File: config.mk
export PLATFORM = sky130hd
export DESIGN_NAME = amm_trans_block
export DESIGN_NICKNAME = d
export VERILOG_FILES = /design/src/rtl/amm_trans_block.sv
export SDC_FILE = /design/constraint.sdc
export NUM_CORES = 1
export LEC_CHECK = 0
export ABC_AREA = 1
export BUFFER_PORTS_ARGS = -buffer_cell sky130_fd_sc_hd__buf_2
export CAP_MARGIN = 20
export CORE_MARGIN = 5
export CORE_UTILIZATION = 51
export CTS_BUF_LIST = sky130_fd_sc_hd__clkbuf_2 sky130_fd_sc_hd__clkbuf_4 sky130_fd_sc_hd__clkbuf_8
export DETAILED_ROUTE_END_ITERATION = 16
export PLACE_DENSITY = 0.81
export SYNTH_ARGS = -nofsm -noshare
export SYNTH_HDL_FRONTEND = slang
export SYNTH_SLANG_ARGS = --single-unit
File: constraint.sdc
create_clock -name clk_i -period 2.1 [get_ports clk_i]
set_clock_uncertainty 0.05 [all_clocks]
set_input_delay 0.315 -clock clk_i [delete_from_list [all_inputs] [get_ports clk_i]]
set_output_delay 0.315 -clock clk_i [all_outputs]
set_load 0.005 [all_outputs]
File: src/rtl/amm_trans_block.sv
// Avalon-MM burst master for the memory checker: each command becomes one pattern write burst or one read burst.
// Build macro TRANS_ERR_INJ_EN enables a one-shot corruption of bit 0 on the next accepted write beat.
module amm_trans_block #(
    parameter int AMM_ADDR_W  = 31,
    parameter int AMM_DATA_W  = 64,
    parameter int AMM_BURST_W = 11
) (
    input  logic                    clk_i,
    input  logic                    rst_i,
    input  logic                    test_start_i,
    input  logic                    cmd_valid_i,
    output logic                    cmd_ready_o,
    input  logic                    cmd_write_i,
    input  logic [AMM_ADDR_W-1:0]   cmd_addr_i,
    input  logic [AMM_BURST_W-2:0]  cmd_words_i,
    input  logic                    cmd_data_mode_i,
    input  logic [7:0]              cmd_data_ptrn_i,
    output logic [AMM_ADDR_W-1:0]   address_o,
    output logic                    read_o,
    output logic                    write_o,
    output logic [AMM_DATA_W-1:0]   writedata_o,
    output logic [AMM_BURST_W-1:0]  burstcount_o,
    output logic [AMM_DATA_W/8-1:0] byteenable_o,
    input  logic                    waitrequest_i,
    output logic                    cmp_en_o,
    output logic [AMM_ADDR_W-1:0]   cmp_start_addr_o,
    output logic [AMM_BURST_W-2:0]  cmp_words_o,
    output logic                    cmp_data_mode_o,
    output logic [7:0]              cmp_data_ptrn_o,
    output logic [31:0]             trans_cnt_o,
    output logic                    busy_o,
    input  logic                    err_inj_i
);

    typedef enum logic [1:0] {
        IDLE  = 2'd0,
        WRITE = 2'd1,
        READ  = 2'd2
    } state_e;

    localparam logic [AMM_BURST_W-2:0] WORDS_ONE = 1;
    localparam logic [AMM_BURST_W-1:0] BC_ONE    = 1;

    state_e                 state_q, state_d;
    logic [AMM_ADDR_W-1:0]  addr_q, addr_d;
    logic [AMM_BURST_W-2:0] words_q, words_d;
    logic [AMM_BURST_W-2:0] beats_left_q, beats_left_d;
    logic [AMM_BURST_W-1:0] burstcount_q, burstcount_d;
    logic                   mode_q, mode_d;
    logic [7:0]             seed_q, seed_d;
    logic [7:0]             ptrn_q, ptrn_d;
    logic [31:0]            trans_cnt_q, trans_cnt_d;

    logic cmd_accept;
    logic wr_beat;
    logic wr_last;
    logic rd_accept;
    logic inj_flip;

    assign cmd_accept = cmd_valid_i && cmd_ready_o;
    assign wr_beat    = write_o && !waitrequest_i;
    assign wr_last    = wr_beat && (beats_left_q == '0);
    assign rd_accept  = read_o && !waitrequest_i;

    // NOTE: sequential state uses non-blocking assignments; every comb block defaults its outputs first so no latch is inferred.
    always_ff @(posedge clk_i or negedge rst_i) begin
        if (!rst_i) begin
            state_q <= IDLE;
        end else begin
            state_q <= state_d;
        end
    end

    always_comb begin
        state_d = state_q;
        if (test_start_i) begin
            state_d = IDLE;
        end else begin
            case (state_q)
                IDLE:    if (cmd_accept) state_d = cmd_write_i ? WRITE : READ;
                WRITE:   if (wr_last)    state_d = IDLE;
                READ:    if (rd_accept)  state_d = IDLE;
                default: state_d = IDLE;
            endcase
        end
    end

    always_comb begin
        cmd_ready_o = 1'b0;
        write_o     = 1'b0;
        read_o      = 1'b0;
        busy_o      = 1'b0;
        case (state_q)
            IDLE:  cmd_ready_o = rst_i && !test_start_i;
            WRITE: begin
                write_o = 1'b1;
                busy_o  = 1'b1;
            end
            READ: begin
                read_o = 1'b1;
                busy_o = 1'b1;
            end
            default: ;
        endcase
    end

    // Random mode steps the same 8-bit LFSR the compare block regenerates from the seed.
    always_comb begin
        addr_d       = addr_q;
        words_d      = words_q;
        beats_left_d = beats_left_q;
        burstcount_d = burstcount_q;
        mode_d       = mode_q;
        seed_d       = seed_q;
        ptrn_d       = ptrn_q;
        trans_cnt_d  = trans_cnt_q;
        if (test_start_i) begin
            trans_cnt_d = '0;
        end else begin
            if (cmd_accept) begin
                addr_d       = cmd_addr_i;
                words_d      = cmd_words_i;
                beats_left_d = cmd_words_i;
                burstcount_d = {1'b0, cmd_words_i} + BC_ONE;
                mode_d       = cmd_data_mode_i;
                seed_d       = cmd_data_ptrn_i;
                ptrn_d       = cmd_data_ptrn_i;
            end
            if (wr_beat) begin
                beats_left_d = beats_left_q - WORDS_ONE;
                if (mode_q) begin
                    ptrn_d = {ptrn_q[6:0], ptrn_q[6] ^ ptrn_q[1] ^ ptrn_q[0]};
                end
            end
            if (wr_last || rd_accept) begin
                trans_cnt_d = trans_cnt_q + 32'd1;
            end
        end
    end

    always_ff @(posedge clk_i or negedge rst_i) begin
        if (!rst_i) begin
            addr_q       <= '0;
            words_q      <= '0;
            beats_left_q <= '0;
            burstcount_q <= '0;
            mode_q       <= 1'b0;
            seed_q       <= '0;
            ptrn_q       <= '0;
            trans_cnt_q  <= '0;
        end else begin
            addr_q       <= addr_d;
            words_q      <= words_d;
            beats_left_q <= beats_left_d;
            burstcount_q <= burstcount_d;
            mode_q       <= mode_d;
            seed_q       <= seed_d;
            ptrn_q       <= ptrn_d;
            trans_cnt_q  <= trans_cnt_d;
        end
    end

`ifdef TRANS_ERR_INJ_EN
    logic err_armed_q, err_armed_d;

    // The consuming beat clears the flag even if a new pulse arrives with it.
    always_comb begin
        err_armed_d = err_armed_q;
        if (test_start_i) begin
            err_armed_d = 1'b0;
        end else if (wr_beat && err_armed_q) begin
            err_armed_d = 1'b0;
        end else if (err_inj_i) begin
            err_armed_d = 1'b1;
        end
    end

    always_ff @(posedge clk_i or negedge rst_i) begin
        if (!rst_i) begin
            err_armed_q <= 1'b0;
        end else begin
            err_armed_q <= err_armed_d;
        end
    end

    assign inj_flip = err_armed_q && write_o;
`else
    logic unused_err_inj;

    assign unused_err_inj = err_inj_i;
    assign inj_flip       = 1'b0;
`endif

    always_comb begin
        writedata_o    = {(AMM_DATA_W/8){ptrn_q}};
        writedata_o[0] = ptrn_q[0] ^ inj_flip;
    end

    assign address_o        = addr_q;
    assign burstcount_o     = burstcount_q;
    assign byteenable_o     = '1;
    assign cmp_en_o         = rd_accept && !test_start_i;
    assign cmp_start_addr_o = addr_q;
    assign cmp_words_o      = words_q;
    assign cmp_data_mode_o  = mode_q;
    assign cmp_data_ptrn_o  = seed_q;
    assign trans_cnt_o      = trans_cnt_q;

endmodule
==> results of run 1 <==
==> worst paths after layout <==
check	start	to	slack, ps	depth (start not counted)
max	beats_left_q[0]	trans_cnt_o[26]	180	10
min	cmd_addr_i[13]	address_o[13]	30	3
max reg2reg	beats_left_q[0]	trans_cnt_o[26]	180	10
min reg2reg	cmp_words_o[1]	cmp_words_o[1]	440	2
max in group asynchronous	rst_i	beats_left_q[2]	1050	3
min in group asynchronous	rst_i	ptrn_q[6]	500	3
==> state kept, by name, indices dropped and copies added, names as in the netlist <==
| signal | flops |
|---|---|
| address_o | 31 |
| beats_left_q | 10 |
| burstcount_o | 11 |
| cmp_data_mode_o | 1 |
| cmp_data_ptrn_o | 8 |
| cmp_words_o | 10 |
| ptrn_q | 8 |
| state_q | 2 |
| trans_cnt_o | 32 |
==> layout by cell type, fill, tap and decap left out, types with 2 or more instances in the layout <==
| cell type | Yosys | layout |
|---|---|---|
| sky130_fd_sc_hd__a21oi_1 | 17 | 17 |
| sky130_fd_sc_hd__buf_12 | 0 | 2 |
| sky130_fd_sc_hd__buf_2 | 7 | 247 |
| sky130_fd_sc_hd__buf_4 | 101 | 12 |
| sky130_fd_sc_hd__clkbuf_8 | 0 | 18 |
| sky130_fd_sc_hd__clkinv_4 | 0 | 4 |
| sky130_fd_sc_hd__clkinvlp_4 | 0 | 6 |
| sky130_fd_sc_hd__conb_1 | 1 | 8 |
| sky130_fd_sc_hd__dfrtp_1 | 113 | 113 |
| sky130_fd_sc_hd__dlygate4sd3_1 | 0 | 23 |
| sky130_fd_sc_hd__ha_1 | 6 | 6 |
| sky130_fd_sc_hd__inv_1 | 62 | 62 |
| sky130_fd_sc_hd__inv_2 | 2 | 2 |
| sky130_fd_sc_hd__nand2_1 | 318 | 318 |
| sky130_fd_sc_hd__nand2_2 | 3 | 2 |
| sky130_fd_sc_hd__nand2_4 | 1 | 2 |
| sky130_fd_sc_hd__nand3_1 | 41 | 41 |
| sky130_fd_sc_hd__nand4_1 | 20 | 20 |
| sky130_fd_sc_hd__nor2_1 | 90 | 90 |
| sky130_fd_sc_hd__nor2_2 | 2 | 2 |
| sky130_fd_sc_hd__o211ai_1 | 6 | 6 |
| sky130_fd_sc_hd__o21a_1 | 3 | 3 |
| sky130_fd_sc_hd__o21ai_0 | 49 | 49 |
| sky130_fd_sc_hd__o21ai_1 | 9 | 9 |
| sky130_fd_sc_hd__xnor2_1 | 4 | 4 |
| sky130_fd_sc_hd__xor2_1 | 6 | 6 |
==> cells in the mapped netlist, types with 2 or more instances <==
master	n	area (µm²)
sky130_fd_sc_hd__nand2_1	318	1190
sky130_fd_sc_hd__dfrtp_1	113	2830
sky130_fd_sc_hd__buf_4	101	758
sky130_fd_sc_hd__nor2_1	90	338
sky130_fd_sc_hd__inv_1	62	233
sky130_fd_sc_hd__o21ai_0	49	245
sky130_fd_sc_hd__nand3_1	41	205
sky130_fd_sc_hd__nand4_1	20	125
sky130_fd_sc_hd__a21oi_1	17	85.1
sky130_fd_sc_hd__o21ai_1	9	45.0
sky130_fd_sc_hd__buf_2	7	35.0
sky130_fd_sc_hd__clkbuf_1	7	26.3
sky130_fd_sc_hd__ha_1	6	75.1
sky130_fd_sc_hd__o211ai_1	6	45.0
sky130_fd_sc_hd__xor2_1	6	52.6
sky130_fd_sc_hd__xnor2_1	4	35.0
sky130_fd_sc_hd__buf_6	3	33.8
sky130_fd_sc_hd__nand2_2	3	18.8
sky130_fd_sc_hd__o21a_1	3	22.5
sky130_fd_sc_hd__inv_2	2	7.51
sky130_fd_sc_hd__nor2_2	2	12.5
==> worst max-delay path: cells and delay by family, from the launching register on <==
kind,cells,cell delay [ps]
buffers and inverters,3,480
adders and majority gates,1,210
DFF,1,380
and+or+nand+nor,6,670
==> layout make-up <==
cell class | count | share of cell area [%]
repair buffers | 284 | 20.3
inverters | 64 | 3.05
flip-flops and latches | 113 | 35.9
diodes | 1 | 0.0317
multi-input cells | 590 | 33.2
clock inverters | 14 | 1.71
clock buffers | 18 | 3.14
well taps | 172 | 2.73
==> kinds of logic (layout without fill, tap and decap cells) <==
family          count (synthesis)  in the layout  share of synthesized area [%]
compound gates                 88             88                           7.40
xor+xnor                       10             10                           1.35
fa+ha+maj                       6              6                           1.15
buf+inv                       183            380                           16.9
flops                         113            113                           43.4
other cells                     1              9                         0.0576
simple gates                  478            478                           29.8
==> power groups by stage <==
stage | Clock [mW] | Combinational [mW] | Sequential (mW)
2_1_floorplan | 0 | 2.35 | 3.53
3_3_place_gp | 0 | 3.09 | 3.52
3_5_place_dp | 0 | 3.17 | 3.53
4_1_cts | 1.99 | 3.21 | 3.52
5_1_grt | 2.08 | 3.54 | 3.64
6_report | 1.95 | 3.17 | 3.53
==> routing by layer <==
layer / vias to the layer above / share of wire [%]
li1: 3040 / -
met1: 2822 / 41
met2: 229 / 48
met3: 34 / 7.8
met4: 2 / 2.3
met5: - / 0.040
==> repair_timing <==
action                                  in CTS  in global routing
endpoints found under the hold margin      135                  0
gates resized for setup                      0                  1
endpoints found under the setup margin       0                 12
hold buffers                                23                  0
==> per-stage QoR <==
| stage | TNS, ps | hold WS (ps) |
|---|---|---|
| floorplan | 0 | -30.6 |
| global placement | 0 | 410 |
| detailed placement | 0 | 413 |
| CTS | 0 | 0.559 |
| global route | -5.27 | 18.3 |
| finish | 0 | 25.7 |
==> flow_summary.json, run 1 <==
{
  "design_area_um2": 7880,
  "leakagePower_nw": 4.25,
  "period_share_pct": 91.6,
  "clkLatencyLatePin_ps": 450,
  "clock_power_share_pct": 22.5,
  "routed-via-count": 6127,
  "netlist_instances": 879,
  "p_sw_share_pct": 37.8,
  "synth_area_per_cell_um2": 7.41,
  "dieArea_um2": 15100,
  "clk_path_buf_depth": 2,
  "least_setup_slack_across_all_paths_after_layout_ps": 176,
  "synth.yosys.seq_area_share_pct": 43.4,
  "async_reset_ff_share_pct": 100,
  "fillCellCount": 1112,
  "min-delay-path-class": "in2reg",
  "htree_levels": 4,
  "core.rowCount": 41,
  "drive_above_1_share_pct": 28.3,
  "combined_area_of_the_multi_input_logic_cells_um2": 2620,
  "dieWidth_um": 123,
  "avgRoutedWirePerCell_um": 14.0,
  "grt_most_used_layer": "met2",
  "grt_remaining_overflow": 0,
  "place.port_buffers": 248,
  "yosys_most_used_dff": "sky130_fd_sc_hd__dfrtp_1",
  "power.share.sequential_pct": 40.9,
  "grt_start_max_net_pins": 114,
  "dp_slack_ps": 144,
  "power.switching_mw": 3.27,
  "grt_util_met1_pct": 28.6,
  "cells_traversed_along_the_worst_timing_path": "inv_1 > ha_1 > nand2_1 > nor2_2 > nand2_1 > nand3_1 > buf_4 > inv_2 > nand2_1 > nand2_1",
  "synth.lib_cells_used.distinct": 31,
  "timing.max_slew.rel_slack_pct": 59.1,
  "design.final.nets": 1133,
  "via_per_inst": 4.88,
  "cap_viol_max_count": 0,
  "setup_bufs_post_cts": 0,
  "finalSetupViolations": 0,
  "outcome": "completed",
  "grt_usage_pct": 23.1,
  "cp_data_arrival_time_ps": 2200,
  "classification_of_the_worst_setup_path": "reg2reg",
  "power_per_cell_area_nw_per_um2": 1100,
  "power.ir.vdd_worst_mv": 0.742,
  "die_outline_height_um": 123,
  "pin_slew_with_the_least_headroom_to_its_limit_ps": 613,
  "synth.cell_area_um2": 6510,
  "post-route-util_pct": 62.7,
  "dp.final_hpwl_um": 12700,
  "synth.ff_latch_count": 113,
  "combPwrFrac_pct": 36.6,
  "number_of_global_route_vias_before_repair": 5633,
  "synth_warnings": 0,
  "endpoint_kind": "flip-flop",
  "clockRootBuffer": "sky130_fd_sc_hd__clkbuf_8",
  "min_period_ps": 1920,
  "maxSlewViolCount": 0,
  "p_int_mw": 5.38,
  "crit_path_frequent_cell": "sky130_fd_sc_hd__nand2_1",
  "timing.critical_path.slowest_cell_delay_ps": 380,
  "crit_path_start_kind": "flip-flop",
  "antenna_violating_nets_post_route": 0,
  "initial_antenna_violation_count": 2,
  "drcViolationCount": 0,
  "first_iter_violations": 431,
  "dpl_cell_area_um2": 7260,
  "final-hold-violation-count": 0,
  "cts_tree": "built",
  "areaGrowthSynthToFinish_pct": 21.1,
  "grt.met3_usage_pct": 7.04,
  "numPlacedInstances": 1200,
  "clock.fmax_mhz": 520,
  "final-seq-area_um2": 2830,
  "clock_pin_slew_reported_for_the_worst_setup_and_hold_paths_after_clock_tree_synthesis_ps": 70,
  "worst_ep_required_time_ps": 2380,
  "unrepaired_setup_endpoints_after_global_routing": "yes",
  "ioPinCount": 258,
  "grt_pass1_wl_um": 27400,
  "numCtsBuffers": 17,
  "placeableCoreArea_um2": 12600,
  "clkSinkCount": 113,
  "synth-edff-count": 0,
  "timing.critical_path.fanout_max": 20,
  "drtPass1Iterations": 5,
  "stdcell_count": 1256,
  "floorplan.initialDensity_pct": 51.8,
  "cpMaxStageDelayCell": "sky130_fd_sc_hd__dfrtp_1",
  "finalPower_mw": 8.65,
  "globalplace.congestion": 0.924,
  "use_met2_pct": 38.1,
  "wl_um": 17600
}
Power figures use the tool's default switching activity.
==> run 2: changes to the inputs <==
- CORE_UTILIZATION: 51 -> 49
- CTS_BUF_LIST: sky130_fd_sc_hd__clkbuf_2 sky130_fd_sc_hd__clkbuf_4 sky130_fd_sc_hd__clkbuf_8 -> sky130_fd_sc_hd__clkbuf_16
- PLACE_DENSITY: 0.81 -> 0.79
==> run 2 against run 1 <==
Effect of this change: the flow now finishes with violations (hold timing); die area up 3.8%; total power grew 12%; clock power grew 58%; worst setup slack improved by 89 ps; sequential power hardly changed; combinational power is 2% lower; sequential cell count unchanged; global-route usage decreased by 1.5 points; utilization fell by 2.5 points; cell count down 1.6%; critical path type unchanged.
==> flow_summary.json, run 2 (synthesis results as in run 1) <==
{
  "ioPinCount": 258,
  "core.rowCount": 42,
  "finalPower_mw": 9.71,
  "clk_path_buf_depth": 2,
  "via_per_inst": 4.91,
  "dp.final_hpwl_um": 12500,
  "drtPass1Iterations": 5,
  "clock_pin_slew_reported_for_the_worst_setup_and_hold_paths_after_clock_tree_synthesis_ps": 50,
  "r2r_setup_slack_ps": 270,
  "layout.cells.most_common_list": "318 x sky130_fd_sc_hd__nand2_1, 247 x sky130_fd_sc_hd__buf_2, 113 x sky130_fd_sc_hd__dfrtp_1, 90 x sky130_fd_sc_hd__nor2_1, 65 x sky130_fd_sc_hd__inv_1",
  "timing.max_slew.rel_slack_pct": 57.0,
  "antenna_violating_nets_post_route": 0,
  "timing.critical_path.fanout_max": 5,
  "cp_data_arrival_time_ps": 2120,
  "avgRoutedWirePerCell_um": 13.7,
  "first_iter_violations": 485,
  "r2r-end": "trans_cnt_o[22]",
  "grt_usage_pct": 21.7,
  "period_share_pct": 87.4,
  "drive_above_1_share_pct": 28.4,
  "worst_setup_path_endpoint": "trans_cnt_o[22]",
  "die_outline_height_um": 125,
  "numCtsBuffers": 17,
  "dieArea_um2": 15700,
  "routed-via-count": 6066,
  "reg2reg_from": "trans_cnt_o[0]",
  "final-hold-violation-count": 36,
  "largest_register_ff_count": 32,
  "pin_slew_with_the_least_headroom_to_its_limit_ps": 645,
  "most_frequent_standard_cell_in_the_layout_excluding_fill_and_tap_cells": "sky130_fd_sc_hd__nand2_1",
  "least_setup_slack_across_all_paths_after_layout_ps": 266,
  "post-route-util_pct": 60.2,
  "power_per_cell_area_nw_per_um2": 1230,
  "grt_pass1_wl_um": 27900,
  "cts.hold.buffers_added": 0,
  "unrepaired_setup_endpoints_after_global_routing": "no",
  "numPlacedInstances": 1204,
  "fillCellCount": 1214,
  "globalplace.congestion": 0.935,
  "cap_viol_max_count": 0,
  "htree_levels": 4,
  "min_period_ps": 1830,
  "clkSinkCount": 113,
  "initial_antenna_violation_count": 0,
  "design.final.nets": 1110,
  "clkLatencyLatePin_ps": 400,
  "dp_slack_ps": 212,
  "finalSetupViolations": 0,
  "drcViolationCount": 0,
  "cts_tree": "built",
  "classification_of_the_worst_setup_path": "reg2reg",
  "r2r_cells": 9,
  "grt_remaining_overflow": 0,
  "endpoint_kind": "flip-flop",
  "min-delay-path-class": "in2async",
  "placeableCoreArea_um2": 13100,
  "maxSlewViolCount": 0,
  "wl_um": 17000,
  "antenna_cells_inserted": 0,
  "stdcell_count": 1236,
  "floorplan.initialDensity_pct": 49.6,
  "fin_worst_hold_slack_ps": -53.5,
  "dpl_cell_area_um2": 7280,
  "violated_checks": "hold timing",
  "outcome": "complete, but fails checks",
  "place.port_buffers": 248,
  "grt_start_max_net_pins": 114,
  "leakagePower_nw": 4.30,
  "design_area_um2": 7910,
  "setup_total_negative_slack_ps": 0,
  "clock.fmax_mhz": 545,
  "critPathLaunch": "trans_cnt_o[0]",
  "crit_path_start_kind": "flip-flop",
  "worst_ep_required_time_ps": 2380,
  "areaGrowthSynthToFinish_pct": 21.5,
  "power.ir.vdd_worst_mv": 0.757,
  "clockRootBuffer": "sky130_fd_sc_hd__clkbuf_16",
  "dieWidth_um": 125,
  "number_of_global_route_vias_before_repair": 5809
}
-- run 2: cell count changes in the layout (fill, tap and decap cells not counted), moves of 2 or more --
cell,before,now
sky130_fd_sc_hd__clkbuf_8,18,0
sky130_fd_sc_hd__bufinv_16,1,5
sky130_fd_sc_hd__clkinvlp_4,6,1
sky130_fd_sc_hd__dlygate4sd3_1,23,0
sky130_fd_sc_hd__clkinv_4,4,1
sky130_fd_sc_hd__clkbuf_16,0,17
sky130_fd_sc_hd__clkinv_1,0,2
sky130_fd_sc_hd__inv_1,62,65
sky130_fd_sc_hd__clkinv_2,1,3
-- run 2: what timing repair did --
action,4_1_cts,5_1_grt
endpoints found under the setup margin,0,5
buffers inserted,0,0
resized for setup,0,1
-- run 2: final cells by class --
cell class | instances | area [µm²] | area share (%)
Clock buffer | 17 | 425 | 5.38
Clock inverter | 15 | 200 | 2.53
Inverter | 64 | 240 | 3.04
Multi-Input combinational cell | 590 | 2620 | 33.1
Sequential cell | 113 | 2830 | 35.7
Tap cell | 176 | 220 | 2.78
Timing Repair Buffer | 261 | 1380 | 17.4
-- run 2: worst max-delay path: stages, from the launching register on --
cell and delay [ps]:
sky130_fd_sc_hd__dfrtp_1 430, sky130_fd_sc_hd__ha_1 270, sky130_fd_sc_hd__nand3_1 150, sky130_fd_sc_hd__nor2_1 240
sky130_fd_sc_hd__nand2_1 140, sky130_fd_sc_hd__nor2_1 150, sky130_fd_sc_hd__nand3_1 120, sky130_fd_sc_hd__nand2_1 80
sky130_fd_sc_hd__nand2_1 40, sky130_fd_sc_hd__nor2_1 90
-- run 2: worst min path at each step --
stage / from / end / slack (ps) / cells past startpoint
6_report: rst_i / ptrn_q[5] / -50 / 2
5_1_grt: rst_i / ptrn_q[4] / 30 / 2
4_1_cts: rst_i / ptrn_q[5] / 10 / 2
3_5_place_dp: cmp_words_o[1] / cmp_words_o[1] / 410 / 2
3_3_place_gp: cmp_data_ptrn_o[0] / cmp_data_ptrn_o[0] / 410 / 2
2_1_floorplan: rst_i / address_o[0] / -30 / 0
-- run 2: per-layer routing --
layer	GRT usage, %	vias to the layer above	wire length [µm]
li1	-	3005	-
met1	27.9	2792	7300
met2	34.9	233	8180
met3	5.50	36	1070
met4	9.12	0	419
met5	0	-	0
-- run 2: report_power, final --
part / internal, mW / leakage (nW) / switching (mW)
Clock: 2.08 / 0.315 / 1.01
Combinational: 1.50 / 2.53 / 1.60
Sequential: 2.89 / 1.46 / 0.634
Total: 6.47 / 4.30 / 3.24
